==> config.mk <==
export PLATFORM = sky130hd
export DESIGN_NAME = pong_engine
export DESIGN_NICKNAME = d
export VERILOG_FILES = /design/src/rtl/pong_engine.sv
export SDC_FILE = /design/constraint.sdc
export NUM_CORES = 1
export LEC_CHECK = 0
export BUFFER_PORTS_ARGS = -buffer_cell sky130_fd_sc_hd__clkbuf_2
export CELL_PAD_IN_SITES_DETAIL_PLACEMENT = 2
export CELL_PAD_IN_SITES_GLOBAL_PLACEMENT = 2
export CORE_MARGIN = 2
export CORE_UTILIZATION = 40
export CTS_CLUSTER_DIAMETER = 50
export DETAILED_ROUTE_END_ITERATION = 16
export MAX_ROUTING_LAYER = met4
export PLACE_DENSITY = 0.82
export SLEW_MARGIN = 20
export SYNTH_ARGS = -nofsm -noshare
export SYNTH_HDL_FRONTEND = slang
export SYNTH_SLANG_ARGS = --single-unit
==> constraint.sdc <==
create_clock -name clk -period 3.1 [get_ports clk]
set_input_delay 0.62 -clock clk [delete_from_list [all_inputs] [get_ports clk]]
set_output_delay 0.62 -clock clk [all_outputs]
set_load 0.05 [all_outputs]
==> src/rtl/pong_engine.sv <==
// Single-player-pair pong game engine: a game tick derived from the enable,
// a five-state game FSM, and the ball, paddle and score registers.
// dout is a registered view of one game variable, chosen by sel.
module pong_engine #(
    parameter int SCREEN_W    = 160,
    parameter int SCREEN_H    = 120,
    parameter int COORD_W     = 8,
    parameter int PADDLE_HALF = 4,
    parameter int TICK_DIV    = 1024,
    parameter int SERVE_TICKS = 32,
    parameter int WIN_SCORE   = 7
) (
    input  logic       clk,
    input  logic       rst_n,
    input  logic       ena,
    input  logic       left_up,
    input  logic       left_down,
    input  logic       right_up,
    input  logic       right_down,
    input  logic       start,
    input  logic [2:0] sel,
    output logic [7:0] dout,
    output logic [2:0] state,
    output logic       point_left,
    output logic       point_right
);

    typedef enum logic [2:0] {
        IDLE  = 3'd0,
        SERVE = 3'd1,
        PLAY  = 3'd2,
        POINT = 3'd3,
        OVER  = 3'd4
    } state_t;

    localparam int CNT_W = (TICK_DIV > 1) ? $clog2(TICK_DIV) : 1;
    localparam int SRV_W = $clog2(SERVE_TICKS + 1);

    localparam logic [CNT_W-1:0]   CNT_LAST = CNT_W'(TICK_DIV - 1);
    localparam logic [SRV_W-1:0]   SRV_LAST = SRV_W'(SERVE_TICKS - 1);
    localparam logic [COORD_W-1:0] CX       = COORD_W'(SCREEN_W / 2);
    localparam logic [COORD_W-1:0] CY       = COORD_W'(SCREEN_H / 2);
    localparam logic [COORD_W-1:0] X_LEFT   = COORD_W'(1);
    localparam logic [COORD_W-1:0] X_RIGHT  = COORD_W'(SCREEN_W - 2);
    localparam logic [COORD_W-1:0] X_LBOUNCE = COORD_W'(2);
    localparam logic [COORD_W-1:0] X_RBOUNCE = COORD_W'(SCREEN_W - 3);
    localparam logic [COORD_W-1:0] X_MAX    = COORD_W'(SCREEN_W - 1);
    localparam logic [COORD_W-1:0] Y_MAX    = COORD_W'(SCREEN_H - 1);
    localparam logic [COORD_W-1:0] Y_BOTTOM_BOUNCE = COORD_W'(SCREEN_H - 2);
    localparam logic [COORD_W-1:0] PAD_MIN  = COORD_W'(PADDLE_HALF);
    localparam logic [COORD_W-1:0] PAD_MAX  = COORD_W'(SCREEN_H - 1 - PADDLE_HALF);
    localparam logic [COORD_W:0]   HALF     = (COORD_W + 1)'(PADDLE_HALF);
    localparam logic [3:0]         WIN      = 4'(WIN_SCORE);

    // Ball row within paddle reach; one extra bit keeps the sums from wrapping.
    function automatic logic paddle_hit(input logic [COORD_W-1:0] by,
                                        input logic [COORD_W-1:0] py);
        logic [COORD_W:0] b;
        logic [COORD_W:0] p;
        b = {1'b0, by};
        p = {1'b0, py};
        return ((b + HALF) >= p) && ((p + HALF) >= b);
    endfunction

    // One step of paddle motion; opposing commands cancel, clamps keep the
    // paddle fully on screen.
    function automatic logic [COORD_W-1:0] paddle_move(input logic [COORD_W-1:0] p,
                                                       input logic up,
                                                       input logic down);
        logic [COORD_W-1:0] r;
        r = p;
        if (up && !down && (p > PAD_MIN))
            r = p - COORD_W'(1);
        else if (down && !up && (p < PAD_MAX))
            r = p + COORD_W'(1);
        return r;
    endfunction

    state_t             state_reg;
    state_t             state_next;
    logic [CNT_W-1:0]   tick_cnt;
    logic               tick;
    logic               start_q;
    logic               armed;
    logic               start_rise;
    logic [COORD_W-1:0] ball_x;
    logic [COORD_W-1:0] ball_y;
    logic [COORD_W-1:0] left_y;
    logic [COORD_W-1:0] right_y;
    logic               vx;
    logic               vy;
    logic [3:0]         left_score;
    logic [3:0]         right_score;
    logic [3:0]         new_score;
    logic [SRV_W-1:0]   serve_cnt;
    logic               serve_dir;
    logic               scorer_left;
    logic               left_hit;
    logic               right_hit;
    logic               at_left;
    logic               at_right;
    logic               left_miss;
    logic               right_miss;

    // armed blocks the first clock after reset so a start held across release
    // is not mistaken for a press.
    assign tick       = ena && (tick_cnt == CNT_LAST);
    assign start_rise = start && !start_q && armed;
    assign left_hit   = paddle_hit(ball_y, left_y);
    assign right_hit  = paddle_hit(ball_y, right_y);
    assign at_left    = !vx && (ball_x == X_LEFT);
    assign at_right   = vx && (ball_x == X_RIGHT);
    assign left_miss  = at_left && !left_hit;
    assign right_miss = at_right && !right_hit;
    assign new_score  = (scorer_left ? left_score : right_score) + 4'd1;

    // Tick divider and start-edge history.
    always_ff @(posedge clk or negedge rst_n) begin
        if (!rst_n) begin
            tick_cnt <= '0;
            start_q  <= 1'b0;
            armed    <= 1'b0;
        end else begin
            start_q <= start;
            armed   <= 1'b1;
            if (ena)
                tick_cnt <= (tick_cnt == CNT_LAST) ? '0 : tick_cnt + CNT_W'(1);
        end
    end

    // FSM state register.
    always_ff @(posedge clk or negedge rst_n) begin
        if (!rst_n)
            state_reg <= IDLE;
        else
            state_reg <= state_next;
    end

    // FSM next-state logic; everything holds while ena is low.
    always_comb begin
        state_next = state_reg;
        if (ena) begin
            case (state_reg)
                IDLE:    if (start_rise) state_next = SERVE;
                SERVE:   if (tick && (serve_cnt == SRV_LAST)) state_next = PLAY;
                PLAY:    if (tick && (left_miss || right_miss)) state_next = POINT;
                POINT:   state_next = (new_score == WIN) ? OVER : SERVE;
                OVER:    if (start_rise) state_next = SERVE;
                default: state_next = IDLE;
            endcase
        end
    end

    // FSM outputs: state code and the one-clock scoring pulses.
    always_comb begin
        state       = 3'(state_reg);
        point_left  = ena && (state_reg == POINT) && scorer_left;
        point_right = ena && (state_reg == POINT) && !scorer_left;
    end

    // Ball motion, serve sequencing and scores.
    always_ff @(posedge clk or negedge rst_n) begin
        if (!rst_n) begin
            ball_x      <= CX;
            ball_y      <= CY;
            vx          <= 1'b1;
            vy          <= 1'b1;
            left_score  <= '0;
            right_score <= '0;
            serve_cnt   <= '0;
            serve_dir   <= 1'b1;
            scorer_left <= 1'b0;
        end else if (ena) begin
            case (state_reg)
                IDLE: begin
                    ball_x      <= CX;
                    ball_y      <= CY;
                    left_score  <= '0;
                    right_score <= '0;
                    serve_cnt   <= '0;
                    serve_dir   <= 1'b1;
                end
                SERVE: begin
                    ball_x <= CX;
                    ball_y <= CY;
                    if (tick) begin
                        if (serve_cnt == SRV_LAST) begin
                            serve_cnt <= '0;
                            vx        <= serve_dir;
                            vy        <= 1'b1;
                        end else begin
                            serve_cnt <= serve_cnt + SRV_W'(1);
                        end
                    end
                end
                PLAY: begin
                    if (tick) begin
                        if (!vy && (ball_y == '0)) begin
                            vy     <= 1'b1;
                            ball_y <= COORD_W'(1);
                        end else if (vy && (ball_y == Y_MAX)) begin
                            vy     <= 1'b0;
                            ball_y <= Y_BOTTOM_BOUNCE;
                        end else begin
                            ball_y <= vy ? ball_y + COORD_W'(1) : ball_y - COORD_W'(1);
                        end

                        if (at_left) begin
                            if (left_hit) begin
                                vx     <= 1'b1;
                                ball_x <= X_LBOUNCE;
                            end else begin
                                ball_x      <= '0;
                                scorer_left <= 1'b0;
                            end
                        end else if (at_right) begin
                            if (right_hit) begin
                                vx     <= 1'b0;
                                ball_x <= X_RBOUNCE;
                            end else begin
                                ball_x      <= X_MAX;
                                scorer_left <= 1'b1;
                            end
                        end else begin
                            ball_x <= vx ? ball_x + COORD_W'(1) : ball_x - COORD_W'(1);
                        end
                    end
                end
                POINT: begin
                    if (scorer_left)
                        left_score <= new_score;
                    else
                        right_score <= new_score;
                    // The next serve heads toward whoever conceded.
                    serve_dir <= scorer_left;
                    serve_cnt <= '0;
                end
                OVER: begin
                    if (start_rise) begin
                        left_score  <= '0;
                        right_score <= '0;
                        serve_dir   <= 1'b1;
                        serve_cnt   <= '0;
                    end
                end
                default: ;
            endcase
        end
    end

    // Paddles: centred while idle, stepped on ticks during serve and play.
    always_ff @(posedge clk or negedge rst_n) begin
        if (!rst_n) begin
            left_y  <= CY;
            right_y <= CY;
        end else if (ena) begin
            if (state_reg == IDLE) begin
                left_y  <= CY;
                right_y <= CY;
            end else if (tick && ((state_reg == SERVE) || (state_reg == PLAY))) begin
                left_y  <= paddle_move(left_y, left_up, left_down);
                right_y <= paddle_move(right_y, right_up, right_down);
            end
        end
    end

    // Registered output mux; runs regardless of ena.
    always_ff @(posedge clk or negedge rst_n) begin
        if (!rst_n) begin
            dout <= 8'h00;
        end else begin
            case (sel)
                3'd0:    dout <= 8'(ball_x);
                3'd1:    dout <= 8'(ball_y);
                3'd2:    dout <= 8'(left_y);
                3'd3:    dout <= 8'(right_y);
                3'd4:    dout <= {left_score, right_score};
                3'd5:    dout <= {3'(state_reg), 3'b000, vx, vy};
                default: dout <= 8'h00;
            endcase
        end
    end

endmodule

### Word-level counts from Yosys, hierarchy flattened

Cells that the tools add are included.

* reductions and logical operators: 62
* shift operators: 0
* $mul: 0
* mux-type cells: 57
* bitwise operators: 0
* divide/modulo/power cells: 0
* add/subtract/negate cells: 14
* magnitude comparators: 8
* eq/ne operators: 30

Operator list (number)
* 8-bit two-way mux: 16
* 8-bit case mux with 6 select lines: 1
* 9-bit by 8-bit >= comparator with 1-bit output: 4
* 8-bit by 1-bit adder with 8-bit output (second input constant): 4
* 8-bit case mux with 2 select lines: 2
* 8-bit by 1-bit subtractor with 8-bit output (second input constant): 4
* 8-bit by 3-bit adder with 9-bit output (second input constant): 3
* 1-bit logical AND: 25
* 4-bit case mux with 3 select lines: 2
* 6-bit two-way mux: 3
* 2-bit inequality test (second input constant): 9
* 6-bit case mux with 3 select lines: 1
* 1-bit two-way mux: 17
* 8-bit by 3-bit > comparator with 1-bit output (second input constant): 2
* 8-bit by 7-bit < comparator with 1-bit output (second input constant): 2
* 4-bit two-way mux: 4
* 4-bit AND reduction: 4
* 3-bit by 2-bit equality test with 1-bit output (second input constant): 4
* 3-bit two-way mux: 4
* 3-bit inequality test (second input constant): 4
* 3-bit case mux with 4 select lines: 1
* 3-bit AND reduction: 4
* 6-bit AND reduction: 2
* 3-bit nonzero test: 4
* 23 further kinds: 45

* word-level logic and storage cells: 187
* input bits: 11
* register bits after elaboration: 73
* bits in latches: 0
* output and inout port bits: 13
* memories kept: 0
* memory bits (writable): 0
* ROM bits: 0

### Longest topological paths before layout

* word-level depth: 9
* depth in mapped cells: 13
* gate-level depth less buffers: 13

### Worst setup path before layout

OpenSTA, ideal clock, no wires.

* kind: reg-to-output
* from: register state_reg[0] (netlist: state[0])
* to: output port point_right
* stages on the path, launching flop included: 4
* buffers on the path: 1
* data required time: 2480 ps
* arrival time: 2235 ps
* path slack: 245 ps
* cells stage by stage: dfrtp_1 -> clkbuf_1 -> nand3b_1 -> nor3_1

* word-level cells in the longest chain between the ends: 3

RTL lines
* start: declaration: RTL line 79 `state_t state_reg;`
* start signal: assignment: RTL line 136 `state_reg <= state_next;`
* 3-bit by 2-bit equality test with 1-bit output: RTL line 158 `point_right = ena && (state_reg == POINT) && !scorer_left;`
* 1-bit logical AND (2 in series): RTL line 158
* end: declaration: RTL line 25 `output logic point_right`

No other way between the ends.

### Worst setup path in the final report

* from: register ball_y[2]
* to: register ball_x[1]

* word-level cells in the longest chain between the ends: 8
* elaborated cells on any way between the ends: 13
* classes of those cells: 1 x add/sub; 4 x order compare; 6 x mux; 2 x reduce/logical

RTL lines
* start: declaration: RTL line 87 `logic [COORD_W-1:0] ball_y;`
* start signal: assignment: RTL line 205 `ball_y <= vy ? ball_y + COORD_W'(1) : ball_y - COORD_W'(1);`
* 8-bit by 3-bit adder with 9-bit output: RTL line 62 `return ((b + HALF) >= p) && ((p + HALF) >= b);`
* 9-bit by 8-bit >= comparator with 1-bit output: RTL line 62
* 1-bit logical AND: RTL line 62
* 2-bit two-way mux: RTL line 217 `if (right_hit) begin`
* 8-bit two-way mux: RTL line 216 `end else if (at_right) begin`
* 8-bit two-way mux (*): RTL line 208 `if (at_left) begin`
* 8-bit two-way mux (*): RTL line 197 `if (tick) begin`
* 8-bit case mux with 2 select lines (*): RTL line 174 `case (state_reg)`
* end signal: assignment: RTL line 225 `ball_x <= vx ? ball_x + COORD_W'(1) : ball_x - COORD_W'(1);`
* end: declaration: RTL line 86 `logic [COORD_W-1:0] ball_x;`

Every way passes the cells marked *; elsewhere a longest branch is shown, timed or not. The select of a mux whose other input is x is not followed.
A chain may end at the register's enable or synchronous reset.

==> qor.tcl <==
set qor(run_status) {finished clean}
set qor(floorplan.die.width_um) 126
set qor(worst-slew-pin-transition_ns) 0.976
set qor(syn_area_sq_um) 5980
set qor(clock.fmax_ghz) 0.342
set qor(timing.critical_path.to_type) {flop}
set qor(syn_inst) 676
set qor(globalRoute.totalOverflow) 0
set qor(grt_pass1_vias) 6268
set qor(regToRegSetupSlack_ns) 0.17
set qor(clockRootBuffer) {sky130_fd_sc_hd__clkbuf_16}
set qor(largest_reg_flops) 10
set qor(synth-seq-cells) 73
set qor(dp_hpwl_mm) 16.4
set qor(insertedDiodeCount) 0
set qor(clk_latency_ns) 0.35
set qor(fraction_of_final_layout_cells_with_drive_strength_greater_than_1) 0.154
set qor(power.leakage_nw) 3.16
set qor(synth_seq_area_share) 0.309
set qor(holdPathStages) 1
set qor(routed_via_density) 6.19
set qor(number_of_buffers_created_by_cts) 9
set qor(flow.area_growth_from_synthesis_pct) 13.1
set qor(drv.max_cap_violation_count) 0
set qor(initial_drc_count) 292
set qor(layout.nets) 788
set qor(numPortBuffers) 23
set qor(yosys_warnings) 0
set qor(power_per_cell_area_nw_per_um2) 589
set qor(critPathRequiredTime_ns) 3.34
set qor(placementRows) 44
set qor(startpoint_of_the_most_critical_register_to_register_path) {ball_y[2]}
set qor(timing.critical_path.arrival_ns) 3.17
set qor(cts.sink_count) 73
set qor(synthesis.area_per_instance_sq_um) 8.85
set qor(number_of_detailed_routing_iterations_run_before_antenna_repair) 5
set qor(placedCellCount) 880
set qor(grt_max_degree) 74
set qor(top_register) {tick_cnt}
set qor(worst_hold_startpoint) {start}
set qor(path_clk_slew_ns) 0.06
set qor(drt.antenna.violating_nets) 0
set qor(period_minus_slack_ns) 2.93
set qor(dieHeight_um) 126
set qor(worstPathMaxFanout) 6
set qor(start_util) 0.410
set qor(ys_dominant_reg_cell) {sky130_fd_sc_hd__dfrtp_1}
set qor(final_cell_count_no_fill) 898
set qor(die_area_sq_um) 16000
set qor(ctsHoldBuffers) 0
set qor(ff2ff_path_depth) 10
set qor(antenna_found_initial) 0
set qor(max-slew-margin-rel) 0.349
set qor(cts_buffer_depth) 2
set qor(timing.hold.worst.class) {in2reg}
set qor(setup_violations) 0
set qor(grt_pass1_wl_mm) 35.3
set qor(min_period_over_period) 0.944
set qor(synth.lib_cells_used.distinct) 70
set qor(hold_vio_cnt_final) 0
set qor(r2r-end) {ball_x[1]}
set qor(synth-edff-count) 0
set qor(final_worst_clock_skew_ns) 0.00933
set qor(wl_mm) 21.8
set qor(p_total_w) 0.00398
set qor(h-tree-depth) 3
set qor(vias) 5557
set qor(cp_class) {reg2reg}
set qor(synth_fp_nets) 755
set qor(setup_tns_ns) 0
set qor(design.portCount) 24
set qor(wl_per_cell_um) 24.3
set qor(cts_tree) {built}
set qor(hold_end) {start_q}
set qor(track_usage) 0.293
set qor(core-area_sq_um) 14600
set qor(synth-async-reset-ratio) 1.00
set qor(maxSlewViolCount) 0
set qor(routabilityCongestion) 0.858
set qor(register_area_sq_um) 1850
set qor(vdd_drop_max_mv) 0.289
set qor(route.detailed.drc) 0
set qor(multi_input_logic_area_sq_um) 3890
set qor(num-fill-cells) 1582
set qor(crit_path_start_kind) {flop}
[cell type report]
class | instances | share of cell area
timing repair buffer | 45 | 0.0418
sequential | 73 | 0.273
multi-input combinational | 529 | 0.575
clock inverter | 4 | 0.0113
clock buffer | 12 | 0.0364
tap | 184 | 0.0340
inverter | 51 | 0.0283
[repair_timing]
item / CTS / global route
pin swaps: 0 / 4
setup endpoints to repair: 2 / 5
gates resized for setup: 2 / 8
setup buffers: 0 / 2
hold endpoints to repair: 0 / 0
[synthesized netlist by cell type, drive strengths merged (6+ instances only)]
master  number  area [sq um]
dfstp       17           447
nand3       30           150
xor2        15           131
nand2       46           173
o22ai       10          62.6
nor2        47           176
a22oi        9          67.6
a21oi       39           195
ha          65           813
inv         51           191
xnor2       23           201
nor2b       13          81.3
a21o         9          67.6
clkbuf      20          75.1
and3        11          68.8
mux2i       15           150
a31oi        8          50.1
nor3        10          50.1
dfrtp       56          1400
o21bai       6          45.0
nand2b       8          50.1
nor4         8          56.3
o21ai       46           230
mux2        10           113
nand4       11          75.1
[stage by stage]
| step | cell area, sq um | hold WS, ns | setup slack, ns | utilization |
|---|---|---|---|---|
| after floorplan | 5980 | 0.324 | 0.245 | - |
| after global placement | 6400 | 0.467 | 0.119 | 0.439 |
| after detailed placement | 6400 | 0.477 | -0.0212 | 0.439 |
| after CTS | 6730 | 0.391 | 0.0497 | 0.461 |
| after global routing | 6770 | 0.388 | -0.00714 | 0.464 |
| final | 6770 | 0.397 | 0.173 | 0.464 |
[metal layers]
metal,track usage,vias to the layer above,part of all wire
met5,-,-,0
met4,0.106,0,0.026
met3,0.0418,46,0.030
met2,0.498,108,0.50
met1,0.357,2869,0.44
li1,-,2534,-
[critical path, stage by stage, from the launching register on]
cell and delay (ns):
sky130_fd_sc_hd__dfstp_2 0.62, sky130_fd_sc_hd__ha_1 0.25, sky130_fd_sc_hd__nand3_1 0.14, sky130_fd_sc_hd__xnor2_2 0.18, sky130_fd_sc_hd__ha_1 0.34, sky130_fd_sc_hd__a21oi_1 0.23
sky130_fd_sc_hd__nand2_1 0.10, sky130_fd_sc_hd__a211o_1 0.30, sky130_fd_sc_hd__o22ai_1 0.23, sky130_fd_sc_hd__nand2_1 0.14, sky130_fd_sc_hd__a32o_1 0.28
[power breakdown]
part           switching (W)  internal, W
Clock               0.000453     0.000732
Sequential          0.000209      0.00111
Combinational       0.000871     0.000605
Total                0.00153      0.00245
[worst max-delay path by stage]
| stage | startpoint | endpoint | slack (ns) |
|---|---|---|---|
| 5_1_grt | right_y[2] | right_y[7] | -0.007 |
| 6_report | ball_y[2] | ball_x[1] | 0.17 |
| 4_1_cts | right_y[3] | right_y[7] | 0.05 |
| 3_5_place_dp | right_y[3] | right_y[7] | -0.02 |
| 2_1_floorplan | state[0] | point_right | 0.24 |
| 3_3_place_gp | right_y[3] | right_y[7] | 0.12 |
[cells in the final DEF (no fill, tap or decap), types with 9 or more instances in the layout]
cell | netlist | routed
sky130_fd_sc_hd__a21o_1 | 9 | 9
sky130_fd_sc_hd__a21oi_1 | 39 | 36
sky130_fd_sc_hd__a22oi_1 | 9 | 9
sky130_fd_sc_hd__and3_1 | 11 | 11
sky130_fd_sc_hd__buf_4 | 1 | 23
sky130_fd_sc_hd__clkbuf_16 | 0 | 9
sky130_fd_sc_hd__clkbuf_2 | 0 | 22
sky130_fd_sc_hd__dfrtp_1 | 56 | 56
sky130_fd_sc_hd__dfstp_2 | 17 | 17
sky130_fd_sc_hd__ha_1 | 65 | 65
sky130_fd_sc_hd__inv_1 | 51 | 50
sky130_fd_sc_hd__mux2_2 | 10 | 10
sky130_fd_sc_hd__mux2i_1 | 15 | 15
sky130_fd_sc_hd__nand2_1 | 46 | 46
sky130_fd_sc_hd__nand3_1 | 30 | 30
sky130_fd_sc_hd__nand4_1 | 10 | 10
sky130_fd_sc_hd__nor2_1 | 47 | 47
sky130_fd_sc_hd__nor2b_1 | 13 | 13
sky130_fd_sc_hd__nor3_1 | 10 | 10
sky130_fd_sc_hd__o21ai_0 | 43 | 41
sky130_fd_sc_hd__o22ai_1 | 10 | 10
sky130_fd_sc_hd__xnor2_1 | 23 | 22
sky130_fd_sc_hd__xor2_1 | 15 | 15
[cells by family (layout without fill, tap and decap cells)]
logic type	count (synthesis)	in the layout	share of synthesized area
simple gates	213	213	0.184
compound gates	179	179	0.195
buf+inv	74	112	0.0472
flops	73	73	0.309
fa+ha+maj	68	68	0.146
xor+xnor	38	38	0.0556
mux	30	30	0.0627
other cells	1	1	0.000627
No activity file was read; power rests on OpenSTA's default activity.
